==> config.mk <==
export PLATFORM = sky130hd
export DESIGN_NAME = mii_rx_assembler
export DESIGN_NICKNAME = d
export VERILOG_FILES = /design/src/rtl/mii_rx_assembler_pkg.sv /design/src/rtl/sat_counter.sv /design/src/rtl/mii_rx_assembler.sv
export SDC_FILE = /design/constraint.sdc
export NUM_CORES = 1
export LEC_CHECK = 0
export ABC_AREA = 1
export CORE_ASPECT_RATIO = 0.9
export CORE_MARGIN = 4
export CORE_UTILIZATION = 48
export CTS_BUF_LIST = sky130_fd_sc_hd__clkbuf_4 sky130_fd_sc_hd__clkbuf_8 sky130_fd_sc_hd__clkbuf_16
export CTS_CLUSTER_DIAMETER = 120
export DETAILED_ROUTE_END_ITERATION = 8
export PLACE_DENSITY = 0.76
export SYNTH_ARGS = -nofsm -noshare
export SYNTH_HDL_FRONTEND = slang
export SYNTH_SLANG_ARGS = --single-unit
==> constraint.sdc <==
create_clock -name clk -period 1.8 [get_ports clk]
set_input_delay 0.36 -clock clk [delete_from_list [all_inputs] [get_ports clk]]
set_output_delay 0.36 -clock clk [all_outputs]
set_load 0.005 [all_outputs]
==> src/rtl/mii_rx_assembler_pkg.sv <==
// Shared definitions for the MII receive nibble-to-byte assembler.
package mii_rx_assembler_pkg;

    typedef enum logic [1:0] {
        ST_IDLE = 2'd0,
        ST_LOW  = 2'd1,
        ST_HIGH = 2'd2,
        ST_DROP = 2'd3
    } state_e;

    localparam int NIB_W         = 4;
    localparam int MAX_BYTES_DEF = 1530;

endpackage

==> src/rtl/sat_counter.sv <==
// Saturating up-counter; a clear request takes priority over an increment.
module sat_counter #(
    parameter int W = 16
) (
    input  logic         clk,
    input  logic         rst_n,
    input  logic         inc,
    input  logic         clr,
    output logic [W-1:0] count
);

    logic [W-1:0] count_r;

    // count up, holding at all-ones
    always_ff @(posedge clk or negedge rst_n) begin
        if (!rst_n) begin
            count_r <= '0;
        end else if (clr) begin
            count_r <= '0;
        end else if (inc && (count_r != {W{1'b1}})) begin
            count_r <= count_r + {{(W-1){1'b0}}, 1'b1};
        end else begin
            count_r <= count_r;
        end
    end

    assign count = count_r;

endmodule

==> src/rtl/mii_rx_assembler.sv <==
// Pairs MII receive nibbles (low first) into bytes, flags faulty frames and
// keeps saturating good/bad frame statistics.
module mii_rx_assembler
    import mii_rx_assembler_pkg::*;
#(
    parameter int MAX_BYTES = MAX_BYTES_DEF,
    parameter int LEN_W     = 11,
    parameter int CNT_W     = 16
) (
    input  logic             clk,
    input  logic             rst_n,
    input  logic [NIB_W-1:0] mii_rxd,
    input  logic             mii_rx_dv,
    input  logic             mii_rx_er,
    input  logic             stat_clr,
    output logic [7:0]       rx_byte,
    output logic             rx_byte_valid,
    output logic             rx_frame_end,
    output logic             rx_frame_bad,
    output logic [LEN_W-1:0] rx_byte_count,
    output logic [CNT_W-1:0] good_frames,
    output logic [CNT_W-1:0] bad_frames
);

    localparam logic [LEN_W-1:0] MAX_LEN = LEN_W'(MAX_BYTES);

    state_e             state_r;
    logic [NIB_W-1:0]   low_nib_r;
    logic               bad_r;
    logic               suppress_r;
    logic [7:0]         byte_r;
    logic               byte_valid_r;
    logic               frame_end_r;
    logic               frame_bad_r;
    logic [LEN_W-1:0]   count_r;
    logic               end_s;
    logic               end_bad_s;
    logic               inc_good_s;
    logic               inc_bad_s;

    // end-of-frame detect; drives the end pulse and the statistics in the same edge
    always_comb begin
        end_s     = 1'b0;
        end_bad_s = bad_r;
        case (state_r)
            ST_LOW: begin
                if (!mii_rx_dv) begin
                    end_s = 1'b1;
                end else begin
                    end_s = 1'b0;
                end
            end
            ST_HIGH: begin
                if (!mii_rx_dv) begin
                    end_s     = 1'b1;
                    end_bad_s = 1'b1;
                end else begin
                    end_s = 1'b0;
                end
            end
            ST_DROP: begin
                // the drop entered right after reset is not a real frame
                if (!mii_rx_dv) begin
                    end_s = !suppress_r;
                end else begin
                    end_s = 1'b0;
                end
            end
            default: begin
                end_s = 1'b0;
            end
        endcase
    end

    assign inc_good_s = end_s & ~end_bad_s;
    assign inc_bad_s  = end_s &  end_bad_s;

    // receive state machine with registered byte/strobe/status outputs
    always_ff @(posedge clk or negedge rst_n) begin
        if (!rst_n) begin
            state_r      <= ST_IDLE;
            low_nib_r    <= '0;
            bad_r        <= 1'b0;
            suppress_r   <= 1'b1;
            byte_r       <= 8'h00;
            byte_valid_r <= 1'b0;
            frame_end_r  <= 1'b0;
            frame_bad_r  <= 1'b0;
            count_r      <= '0;
        end else begin
            byte_valid_r <= 1'b0;
            frame_end_r  <= end_s;
            frame_bad_r  <= end_s & end_bad_s;
            case (state_r)
                ST_IDLE: begin
                    if (!mii_rx_dv) begin
                        suppress_r <= 1'b0;
                    end else if (suppress_r) begin
                        state_r <= ST_DROP;
                    end else begin
                        count_r   <= '0;
                        low_nib_r <= mii_rxd;
                        bad_r     <= mii_rx_er;
                        state_r   <= mii_rx_er ? ST_DROP : ST_HIGH;
                    end
                end
                ST_HIGH: begin
                    if (!mii_rx_dv) begin
                        bad_r   <= 1'b1;
                        state_r <= ST_IDLE;
                    end else if (mii_rx_er || (count_r == MAX_LEN)) begin
                        bad_r   <= 1'b1;
                        state_r <= ST_DROP;
                    end else begin
                        byte_r       <= {mii_rxd, low_nib_r};
                        byte_valid_r <= 1'b1;
                        count_r      <= count_r + LEN_W'(1);
                        state_r      <= ST_LOW;
                    end
                end
                ST_LOW: begin
                    if (!mii_rx_dv) begin
                        state_r <= ST_IDLE;
                    end else if (mii_rx_er) begin
                        bad_r   <= 1'b1;
                        state_r <= ST_DROP;
                    end else begin
                        low_nib_r <= mii_rxd;
                        state_r   <= ST_HIGH;
                    end
                end
                ST_DROP: begin
                    if (!mii_rx_dv) begin
                        suppress_r <= 1'b0;
                        state_r    <= ST_IDLE;
                    end else begin
                        state_r <= ST_DROP;
                    end
                end
                default: begin
                    state_r <= ST_IDLE;
                end
            endcase
        end
    end

    sat_counter #(.W(CNT_W)) u_good_cnt (
        .clk   (clk),
        .rst_n (rst_n),
        .inc   (inc_good_s),
        .clr   (stat_clr),
        .count (good_frames)
    );

    sat_counter #(.W(CNT_W)) u_bad_cnt (
        .clk   (clk),
        .rst_n (rst_n),
        .inc   (inc_bad_s),
        .clr   (stat_clr),
        .count (bad_frames)
    );

    assign rx_byte       = byte_r;
    assign rx_byte_valid = byte_valid_r;
    assign rx_frame_end  = frame_end_r;
    assign rx_frame_bad  = frame_bad_r;
    assign rx_byte_count = count_r;

endmodule

# Word level (Yosys, flattened, before mapping)

Cells that the tools add are included.

Register bits after elaboration: 62
Input port bits: 9
Output and inout bits: 54

Add/sub/neg operators: 3
Multiplexer cells: 37
Reductions and logical operators: 17
Equal/unequal tests: 14
Bitwise gates (word level): 5

Operators by type and width:

| kind                  | count |
|---|---|
| $mux 16               | 4 |
| $mux 11               | 4 |
| $add 16x1->16 const B | 2 |
| $ne 16x16->1 const B  | 2 |
| $pmux 11 s2           | 1 |
| $mux 4                | 4 |
| $mux 1                | 15 |
| $ne 2x2->1 const B    | 7 |
| $add 11x1->11 const B | 1 |
| $eq 11x11->1 const B  | 1 |
| $mux 2                | 5 |
| $reduce_and 5->1      | 2 |
| $pmux 2 s4            | 1 |
| $pmux 4 s2            | 1 |
| $reduce_bool 2->1     | 4 |
| $reduce_and 6->1      | 1 |
| $eq 2x2->1 const B    | 2 |
| $reduce_or 2->1       | 2 |
| $ne 3x3->1 const B    | 1 |
| $not 1->1             | 3 |
| $pmux 1 s3            | 1 |
| $reduce_and 3->1      | 1 |
| $reduce_bool 3->1     | 1 |
| $and 1x1->1           | 2 |
| 7 further kinds       | 8 |

# Logic depth before layout (Yosys ltp)

Gate-level depths: netlist of run 1.

Depth after elaboration: 7
Mapped depth: 12
Gate-level depth less buffers: 11

# Modules after synthesis

From an unflattened synthesis of run 1, not the netlist that was laid out.

Cells, all modules: 512
Area, all modules: 3,743.6 um^2

By module, submodules not included:

| module           | area an instance (um^2) | cells an instance | instances |
|---|---|---|---|
| sat_counter      | 1,037.2                 | 144               | 2 |
| mii_rx_assembler | 1,669.1                 | 224               | 1 |

# Worst setup path after synthesis of run 1

Ideal clock, no wire load.

Kind: register -> register
Start: register state_r[0]
End: register u_bad_cnt.count_r[12] (netlist: u_bad_cnt.count[12])
Library setup time: 0.118 ns
Cell stages (with the launch flop): 13
Data arrival time: 1.534 ns
Buffers on the path: 1
Setup slack: 0.148 ns
Cells stage by stage: dfrtp_1 inv_1 ha_1 inv_1 nand2_1 nand2_1 inv_1 nand2_1 nor2_4 nor2_8 buf_6 nand2_1 nand2_1

Cells in the longest elaborated chain, start to end: 6
Elaborated cells between the ends (all ways): 9
Classes of those cells: eq/ne: 3; mux: 2; bitwise: 1; reduce/logical: 3

RTL lines:

| item                                            | RTL line                | text |
|---|---|---|
| from (decl)                                     | mii_rx_assembler.sv:27  | `state_e state_r;` |
| from (signal assigned)                          | mii_rx_assembler.sv:104 | `state_r <= mii_rx_er ? ST_DROP : ST_HIGH;` |
| $eq 2x1->1 / $eq 2x2->1 (equally long branches) | mii_rx_assembler.sv:45  | `case (state_r)` |
| $reduce_or 2->1 (no line)                       | -                       |  |
| $pmux 1 s2 *                                    | mii_rx_assembler.sv:45  |  |
| net end_s                                       | mii_rx_assembler.sv:36  | `logic end_s;` |
| $and 1x1->1 *                                   | mii_rx_assembler.sv:76  | `assign inc_bad_s = end_s & end_bad_s;` |
| $logic_and 1x1->1 *                             | sat_counter.sv:20       | `end else if (inc && (count_r != {W{1'b1}})) begin` |
| $reduce_bool 2->1 (no line) *                   | -                       |  |
| to (signal assigned)                            | sat_counter.sv:21       | `count_r <= count_r + {{(W-1){1'b0}}, 1'b1};` |
| to (signal assigned)                            | sat_counter.sv:23       | `count_r <= count_r;` |
| to (decl)                                       | sat_counter.sv:12       | `logic [W-1:0] count_r;` |

The timed path passes the listed nets; every way through them passes the cells marked *.
A chain may end at the register's enable or synchronous reset.

# Worst setup path in the final report of run 1

Start: register u_good_cnt.count_r[2] (netlist: u_good_cnt.count[2])
End: output good_frames[2]

RTL lines:

| item                   | RTL line               | text |
|---|---|---|
| from (decl)            | sat_counter.sv:12      |  |
| from (signal assigned) | sat_counter.sv:21      |  |
| from (signal assigned) | sat_counter.sv:23      |  |
| to (decl)              | mii_rx_assembler.sv:21 | `output logic [CNT_W-1:0] good_frames,` |

No word-level cell between the ends.

==> impl_metrics.toml, run 1 <==
[outcome]
run_status = "complete, no violations"

[place]
dpl_cell_area_um2 = 4480
io_buffers = 62
post-dp-hpwl_mm = 5.98
place_congestion = 0.879

[timing]
finalHoldViolations = 0
maxSlewViolCount = 0
fin_crit_sh_pct = 96.5
setup_violations = 0
fmax_ghz = 0.576
worst_pin_slew_ns = 0.329
skew_ns = 0.0128
maxSlewHeadroom_pct = 78.1
layout_min_cycle_time_ns = 1.74

[logic_synthesis]
synth-seq-cells = 62
syn_area_um2 = 3670
syn_nets = 513
ys_seq_area_share_pct = 42.3
avgSynthCellArea_um2 = 7.42
yosysWarnings = 0
syn_inst = 495
synth_edf_count = 0
synth_flop_cell = "dfrtp_1"
async_flop_share_pct = 100
synth_cell_types = 28

[critical_path]
endpoint_kind = "output port"
critPathKind = "reg2out"
critPathLaunchType = "register"
reg2reg_slack_ns = 0.09
path_buf_inv = 1
slowest_stage = "clkdlybuf4s50_1"
path_max_fanout = 7
rr_worst_depth = 10
crit_arrival_ns = 1.38
cp_slowest_stage_delay_ns = 0.55
r2r_end = "u_bad_cnt.count[2]$_DFFE_PN0P_"
crit_required_ns = 1.44
rr_startpoint = "u_bad_cnt.count[1]$_DFFE_PN0P_"
crit_chain = "clkdlybuf4s50_1"
cp_top_family = "buffers and inverters"

[finish]
drive_gt1_share_pct = 11.7
flow.area_growth_from_synthesis_pct = 30.1
layout_commonest_cell = "nand2_1"
antenna_cells = 0
final_cell_mix = "nand2_1 (195), dfrtp_1 (61), clkdlybuf4s50_1 (61)"
fillCellCount = 661
nets = 601
final_area_um2 = 4780

[floorplanning]
fp.dieW_um = 100
floorplan.initialDensity_pct = 50.6
core.rowCount = 29
core_area_um2 = 7260
io_pins = 63
die_h_um = 91.0
die-area_um2 = 9120

[flow_run]
drv_cap = 0

[detailed_routing]
ant_nets = 0
drt-initial-drc-count = 148
wire_per_inst_um = 12.9
firstDrtPassIters = 4
vias_per_cell = 5.05
vias = 3438
drcViolationCount = 0
drt_wl_total_mm = 8.79

[clock_tree]
cts_hold_buffers = 0
root_buffer = "clkbuf_8"
cts_htree_levels = 3
numCtsBuffers = 9
numClockSinks = 62
max-clock-path-buffers = 2
clkTransAtPathRegs_ns = 0.07
clk_latency_ns = 0.35
cts_tree = "built"

[power_and_ir_drop]
power_leakage_nw = 2.28
power.density_nw_per_um2 = 926
vdd_drop_max_mv = 0.643
power_w = 0.00443

[grt]
grt_max_degree = 63
overflow = 0
antenna_found_initial = 0
grt.total_usage_pct = 19.6
grt_pass1_vias = 3285
grt_pass1_wl_mm = 14.8

[hold_path]
worstHoldPathType = "in2async"
==> Yosys cell counts (2+ instances only) <==
master / count / area, µm²
or2_2: 4 / 25.0
xor2_1: 14 / 123
buf_6: 4 / 45.0
inv_1: 50 / 188
dfrtp_1: 61 / 1530
o21bai_1: 8 / 60.1
o21ai_0: 15 / 75.1
ha_1: 9 / 113
nor2_4: 6 / 67.6
nor2_2: 2 / 12.5
nor3_1: 2 / 10.0
nor2_1: 43 / 161
nand4_1: 29 / 181
nor2_8: 2 / 40.0
nand3b_1: 4 / 30.0
nand2_2: 4 / 25.0
a21oi_1: 3 / 15.0
buf_2: 5 / 25.0
nand2_1: 196 / 736
nand3_1: 22 / 110
xnor2_1: 5 / 43.8
==> worst max-delay path by stage <==
| stage | from | endpoint | slack (ns) | cells after the start |
|---|---|---|---|---|
| floorplan | state_r[0]$_DFFE_PN0N_ | u_bad_cnt.count[12]$_DFFE_PN0P_ | 0.15 | 12 |
| global placement | mii_rx_dv | u_bad_cnt.count[3]$_DFFE_PN0P_ | -0.002 | 9 |
| detailed placement | mii_rx_dv | u_bad_cnt.count[9]$_DFFE_PN0P_ | -0.03 | 9 |
| CTS | u_good_cnt.count[2]$_DFFE_PN0P_ | good_frames[2] | 0.05 | 1 |
| global route | u_bad_cnt.count[1]$_DFFE_PN0P_ | u_bad_cnt.count[7]$_DFFE_PN0P_ | -0.02 | 10 |
| finish | u_good_cnt.count[2]$_DFFE_PN0P_ | good_frames[2] | 0.06 | 1 |
==> cell families (layout without fill, tap and decap cells) <==
| kind of cell | after synthesis | in the layout | synth area share [%] |
|---|---|---|---|
| simple gates | 314 | 316 | 38.1 |
| flops | 62 | 62 | 42.3 |
| buf+inv | 61 | 152 | 7.22 |
| compound gates | 30 | 30 | 4.84 |
| xor+xnor | 19 | 19 | 4.53 |
| fa+ha+maj | 9 | 9 | 3.07 |
==> metrics by stage <==
stage | setup TNS (ns) | hold slack, ns | util, % | worst slack (ns) | instances
finish | 0 | 0.0186 | 65.8 | 0.0631 | 681
global route | -0.0463 | 0.0456 | 65.8 | -0.0150 | 681
CTS | 0 | 0.0228 | 64.2 | 0.0504 | 671
detailed placement | -0.287 | 0.399 | 61.8 | -0.0292 | 655
global placement | -0.00461 | 0.399 | 61.8 | -0.00228 | 655
floorplan | 0 | 0.0644 | - | 0.148 | 495
==> state kept, by name, indices dropped and copies added (netlist names) <==
register,count
bad_r,1
low_nib_r,4
rx_byte,8
rx_byte_count,11
rx_byte_valid,1
rx_frame_bad,1
rx_frame_end,1
state_r,2
suppress_r,1
u_bad_cnt.count,16
u_good_cnt.count,16
==> metal layers <==
layer	vias up	part of all wire (%)	track usage, %
met5	-	0	0
met4	0	1.6	6.40
met3	15	5.2	4.52
met2	91	46	31.2
met1	1590	47	26.4
li1	1742	-	-
==> final cells by class <==
| cell class | instances | area, µm² | area share, % |
|---|---|---|---|
| Clock buffer | 9 | 124 | 2.59 |
| Clock inverter | 7 | 50.0 | 1.05 |
| Inverter | 51 | 191 | 4.01 |
| Multi-Input combinational cell | 374 | 1900 | 39.8 |
| Sequential cell | 62 | 1550 | 32.5 |
| Tap cell | 93 | 116 | 2.44 |
| Timing Repair Buffer | 85 | 843 | 17.6 |
==> timing repair <==
action / CTS / global route
buffers inserted: 0 / 7
gates resized for setup: 0 / 7
setup endpoints to repair: 0 / 34
==> where the power goes <==
| group | internal [W] | total (W) | switching, W |
|---|---|---|---|
| Combinational | 0.000769 | 0.00158 | 0.000814 |
| Sequential | 0.00160 | 0.00174 | 0.000136 |
| Clock | 0.000500 | 0.00110 | 0.000602 |
(Power assumes the default switching activity.)
==> run 2: changes to the inputs <==
--- a/config.mk
+++ b/config.mk
@@ -8,11 +8,11 @@
 export ABC_AREA = 1
 export CORE_ASPECT_RATIO = 0.9
 export CORE_MARGIN = 4
-export CORE_UTILIZATION = 48
+export CORE_UTILIZATION = 30
 export CTS_BUF_LIST = sky130_fd_sc_hd__clkbuf_4 sky130_fd_sc_hd__clkbuf_8 sky130_fd_sc_hd__clkbuf_16
 export CTS_CLUSTER_DIAMETER = 120
 export DETAILED_ROUTE_END_ITERATION = 8
-export PLACE_DENSITY = 0.76
 export SYNTH_ARGS = -nofsm -noshare
 export SYNTH_HDL_FRONTEND = slang
+export SYNTH_HIERARCHICAL = 1
 export SYNTH_SLANG_ARGS = --single-unit
==> run 2 against run 1 <==
Against the previous run:
- count of clock-buffer cells in the layout is 6 higher
- fmax hardly changed
- core utilization is 23 points lower
- largest cell class unchanged
- global-route usage is 6.1 points lower
- register-to-register slack worse by 0.03 ns
- worst setup slack worse by 0.00091 ns
- sequential share of layout area is 2.4 points lower
- largest power group is now combinational cells
- final cell count is 13% higher
- design area is 7.8% higher
- combinational power is 30% higher
==> impl_metrics.toml, run 2 <==
[outcome]
run_status = "complete, no violations"

[detailed_routing]
firstDrtPassIters = 4
vias = 3599
ant_nets = 0
drt-initial-drc-count = 235
drcViolationCount = 0
drt_wl_total_mm = 9.60
wire_per_inst_um = 12.5
vias_per_cell = 4.67

[timing]
grt_setup_unrepaired = "yes"
layout_min_cycle_time_ns = 1.74
finalHoldViolations = 0
maxSlewViolCount = 0
setup_violations = 0
maxSlewHeadroom_pct = 71.2
fin_crit_sh_pct = 96.5
setup_slack_ns = 0.0622
worst_pin_slew_ns = 0.428
finalSetupTns_ns = 0
skew_ns = 0.00579
fmax_ghz = 0.575

[critical_path]
reg2reg_slack_ns = 0.06
crit_arrival_ns = 1.95
critPathLaunchType = "register"
crit_required_ns = 2.01
critPathKind = "reg2reg"
endpoint_kind = "register"
path_max_fanout = 14

[power_and_ir_drop]
seq_power_share_pct = 32.3
pwr-share-comb_pct = 37.6
power.density_nw_per_um2 = 1060
vdd_drop_max_mv = 0.658
p_sw_share_pct = 33.1
power.internal_w = 0.00365
power_leakage_nw = 2.40
switching_power_w = 0.00181
clockPowerShare_pct = 30.1

[finish]
drive_gt1_share_pct = 15.5
layout_commonest_cell = "nand2_1"
final_util_pct = 42.5
flow.area_growth_from_synthesis_pct = 37.6
final_cell_mix = "nand2_1 (187), dfrtp_1 (61), clkdlybuf4s50_1 (61)"
antenna_cells = 0
nets = 624

[hold_path]
worstHoldPathType = "in2async"

[clock_tree]
cts_htree_levels = 3
max-clock-path-buffers = 2
numClockSinks = 62
root_buffer = "clkbuf_16"
cts_tree = "built"
clk_latency_ns = 0.33
clkTransAtPathRegs_ns = 0.05
numCtsBuffers = 9

[floorplanning]
fp.dieW_um = 126
die_h_um = 114
floorplan.initialDensity_pct = 30.9
die-area_um2 = 14300
io_pins = 63
core.rowCount = 38
core_area_um2 = 12100

[grt]
grt_pass1_wl_mm = 16.0
grt_max_degree = 63
grt.total_usage_pct = 13.5
grt_pass1_vias = 3463
antenna_found_initial = 0
overflow = 0

[logic_synthesis]
synth_most_common_cell = "nand2_1"
ys_seq_area_share_pct = 41.5
synth_edf_count = 0
syn_area_um2 = 3740
async_flop_share_pct = 100
syn_inst = 512
synth-seq-cells = 62
yosys-top-cells-area = "dfrtp_1 (41%), nand2_1 (19%), nand3_1 (5.7%)"
yosysWarnings = 6
ys_top_cells_by_count = "nand2_1 (188), dfrtp_1 (61), inv_1 (51), nor2_1 (50), nand3_1 (43)"
avgSynthCellArea_um2 = 7.31
synth_top_cell_by_area = "dfrtp_1"
synth_flop_cell = "dfrtp_1"
syn_nets = 530
netlist.area_leader.share_pct = 40.8
synth_cell_types = 31

[place]
io_buffers = 62
post-dp-hpwl_mm = 6.74
pre_cts_ws_ns = -0.272
place_congestion = 0.856

[flow_run]
drv_cap = 0
-- run 2: changes by cell type in the layout (fill, tap and decap cells not counted), moves of 5 or more --
| cell | previous run | this run |
|---|---|---|
| nand3_1 | 22 | 41 |
| nand2_1 | 195 | 187 |
| clkbuf_4 | 0 | 5 |
| clkbuf_8 | 9 | 1 |
| clkbuf_16 | 1 | 10 |
| nand2_4 | 0 | 6 |
| xor2_1 | 14 | 7 |
| buf_6 | 0 | 8 |
| nand4_1 | 29 | 21 |
-- run 2: power groups by stage --
stage | registers, W | logic (W) | clock network (W)
finish | 0.00176 | 0.00205 | 0.00164
global route | 0.00179 | 0.00228 | 0.00175
CTS | 0.00176 | 0.00184 | 0.00170
detailed placement | 0.00178 | 0.00182 | 0
global placement | 0.00178 | 0.00179 | 0
floorplan | 0.00180 | 0.000966 | 0
-- run 2: area by class of cell --
class | instances | area (µm²)
fill | 1270 | 6970
multi-input combinational | 384 | 1970
sequential | 62 | 1550
timing repair buffer | 93 | 921
clock buffer | 15 | 277
inverter | 56 | 228
tap | 160 | 200
clock inverter | 1 | 5.00
-- run 2: cell families (layout without fill, tap and decap cells) --
group,after synthesis,after routing,share of synthesized area [%]
simple gates,329,329,39.2
buf+inv,66,165,8.12
flops,62,62,41.5
compound gates,35,35,5.65
xor+xnor,11,11,2.57
fa+ha+maj,9,9,3.01
-- run 2: per-stage QoR --
| step | std cells | power, W | hold WS, ns | instance area [µm²] |
|---|---|---|---|---|
| floorplan | 512 | 0.00276 | 0.0644 | 3760 |
| global placement | 752 | 0.00357 | 0.408 | 4720 |
| detailed placement | 752 | 0.00360 | 0.408 | 4720 |
| CTS | 768 | 0.00530 | 0.0514 | 5010 |
| global route | 771 | 0.00582 | 0.0758 | 5150 |
| finish | 771 | 0.00546 | 0.0220 | 5150 |
-- run 2: metal layers --
layer	vias to the layer above	wire length, µm	share of wire [%]	track usage, %
met5	-	0	0	0
met4	0	163	1.7	5.22
met3	15	537	5.6	3.84
met2	95	4360	45	21.6
met1	1662	4540	47	17.4
li1	1827	-	-	-
-- run 2: what timing repair did --
item                       CTS  global route
setup buffers                0             2
gates cloned                 0             1
gates resized for setup      2            30
pin swaps                    0             6
hold buffers                 0             0
setup endpoints to repair   15            39
-- run 2: path summary, 6_finish.rpt --
| kind | from | depth (start not counted) | to |
|---|---|---|---|
| worst min register to register | low_nib_r[2]$_DFFE_PN0P_ | 2 | rx_byte[2]$_DFFE_PN0P_ |
| max in group asynchronous | rst_n | 2 | suppress_r$_DFFE_PN1P_ |
| worst max register to register | state_r[1]$_DFFE_PN0N_ | 12 | u_bad_cnt/count[9]$_DFFE_PN0P_ |
| worst max-delay path | state_r[1]$_DFFE_PN0N_ | 12 | u_bad_cnt/count[9]$_DFFE_PN0P_ |
| min in group clk | low_nib_r[2]$_DFFE_PN0P_ | 2 | rx_byte[2]$_DFFE_PN0P_ |
| worst min-delay path | rst_n | 2 | rx_byte_count[5]$_DFFE_PN0P_ |
-- run 2: worst max-delay path: stages (launching register included) --
cell     delay [ns]
dfrtp_1        0.37
inv_2          0.07
ha_4           0.27
a21oi_2        0.03
nor3_2         0.21
inv_2          0.08
nor2_4         0.14
buf_6          0.11
o21ai_4        0.06
nand2_4        0.10
inv_8          0.07
nand2_2        0.06
nand2_1        0.05
==> run 3: changes to the inputs <==
==> constraint.sdc (replaced) <==
create_clock -name clk -period 1.8 [get_ports clk]
set_input_delay 0.36 -clock clk [delete_from_list [all_inputs] [get_ports clk]]
set_output_delay 0.36 -clock clk [all_outputs]
set_load 0.01 [all_outputs]
==> results of run 3 <==
Same layout as run 2 (identical final DEF). Status: complete, no violations.
Main changes from that run: total power 0.00546 W -> 0.00552 W; worst IR drop on VDD 0.658 mV -> 0.680 mV
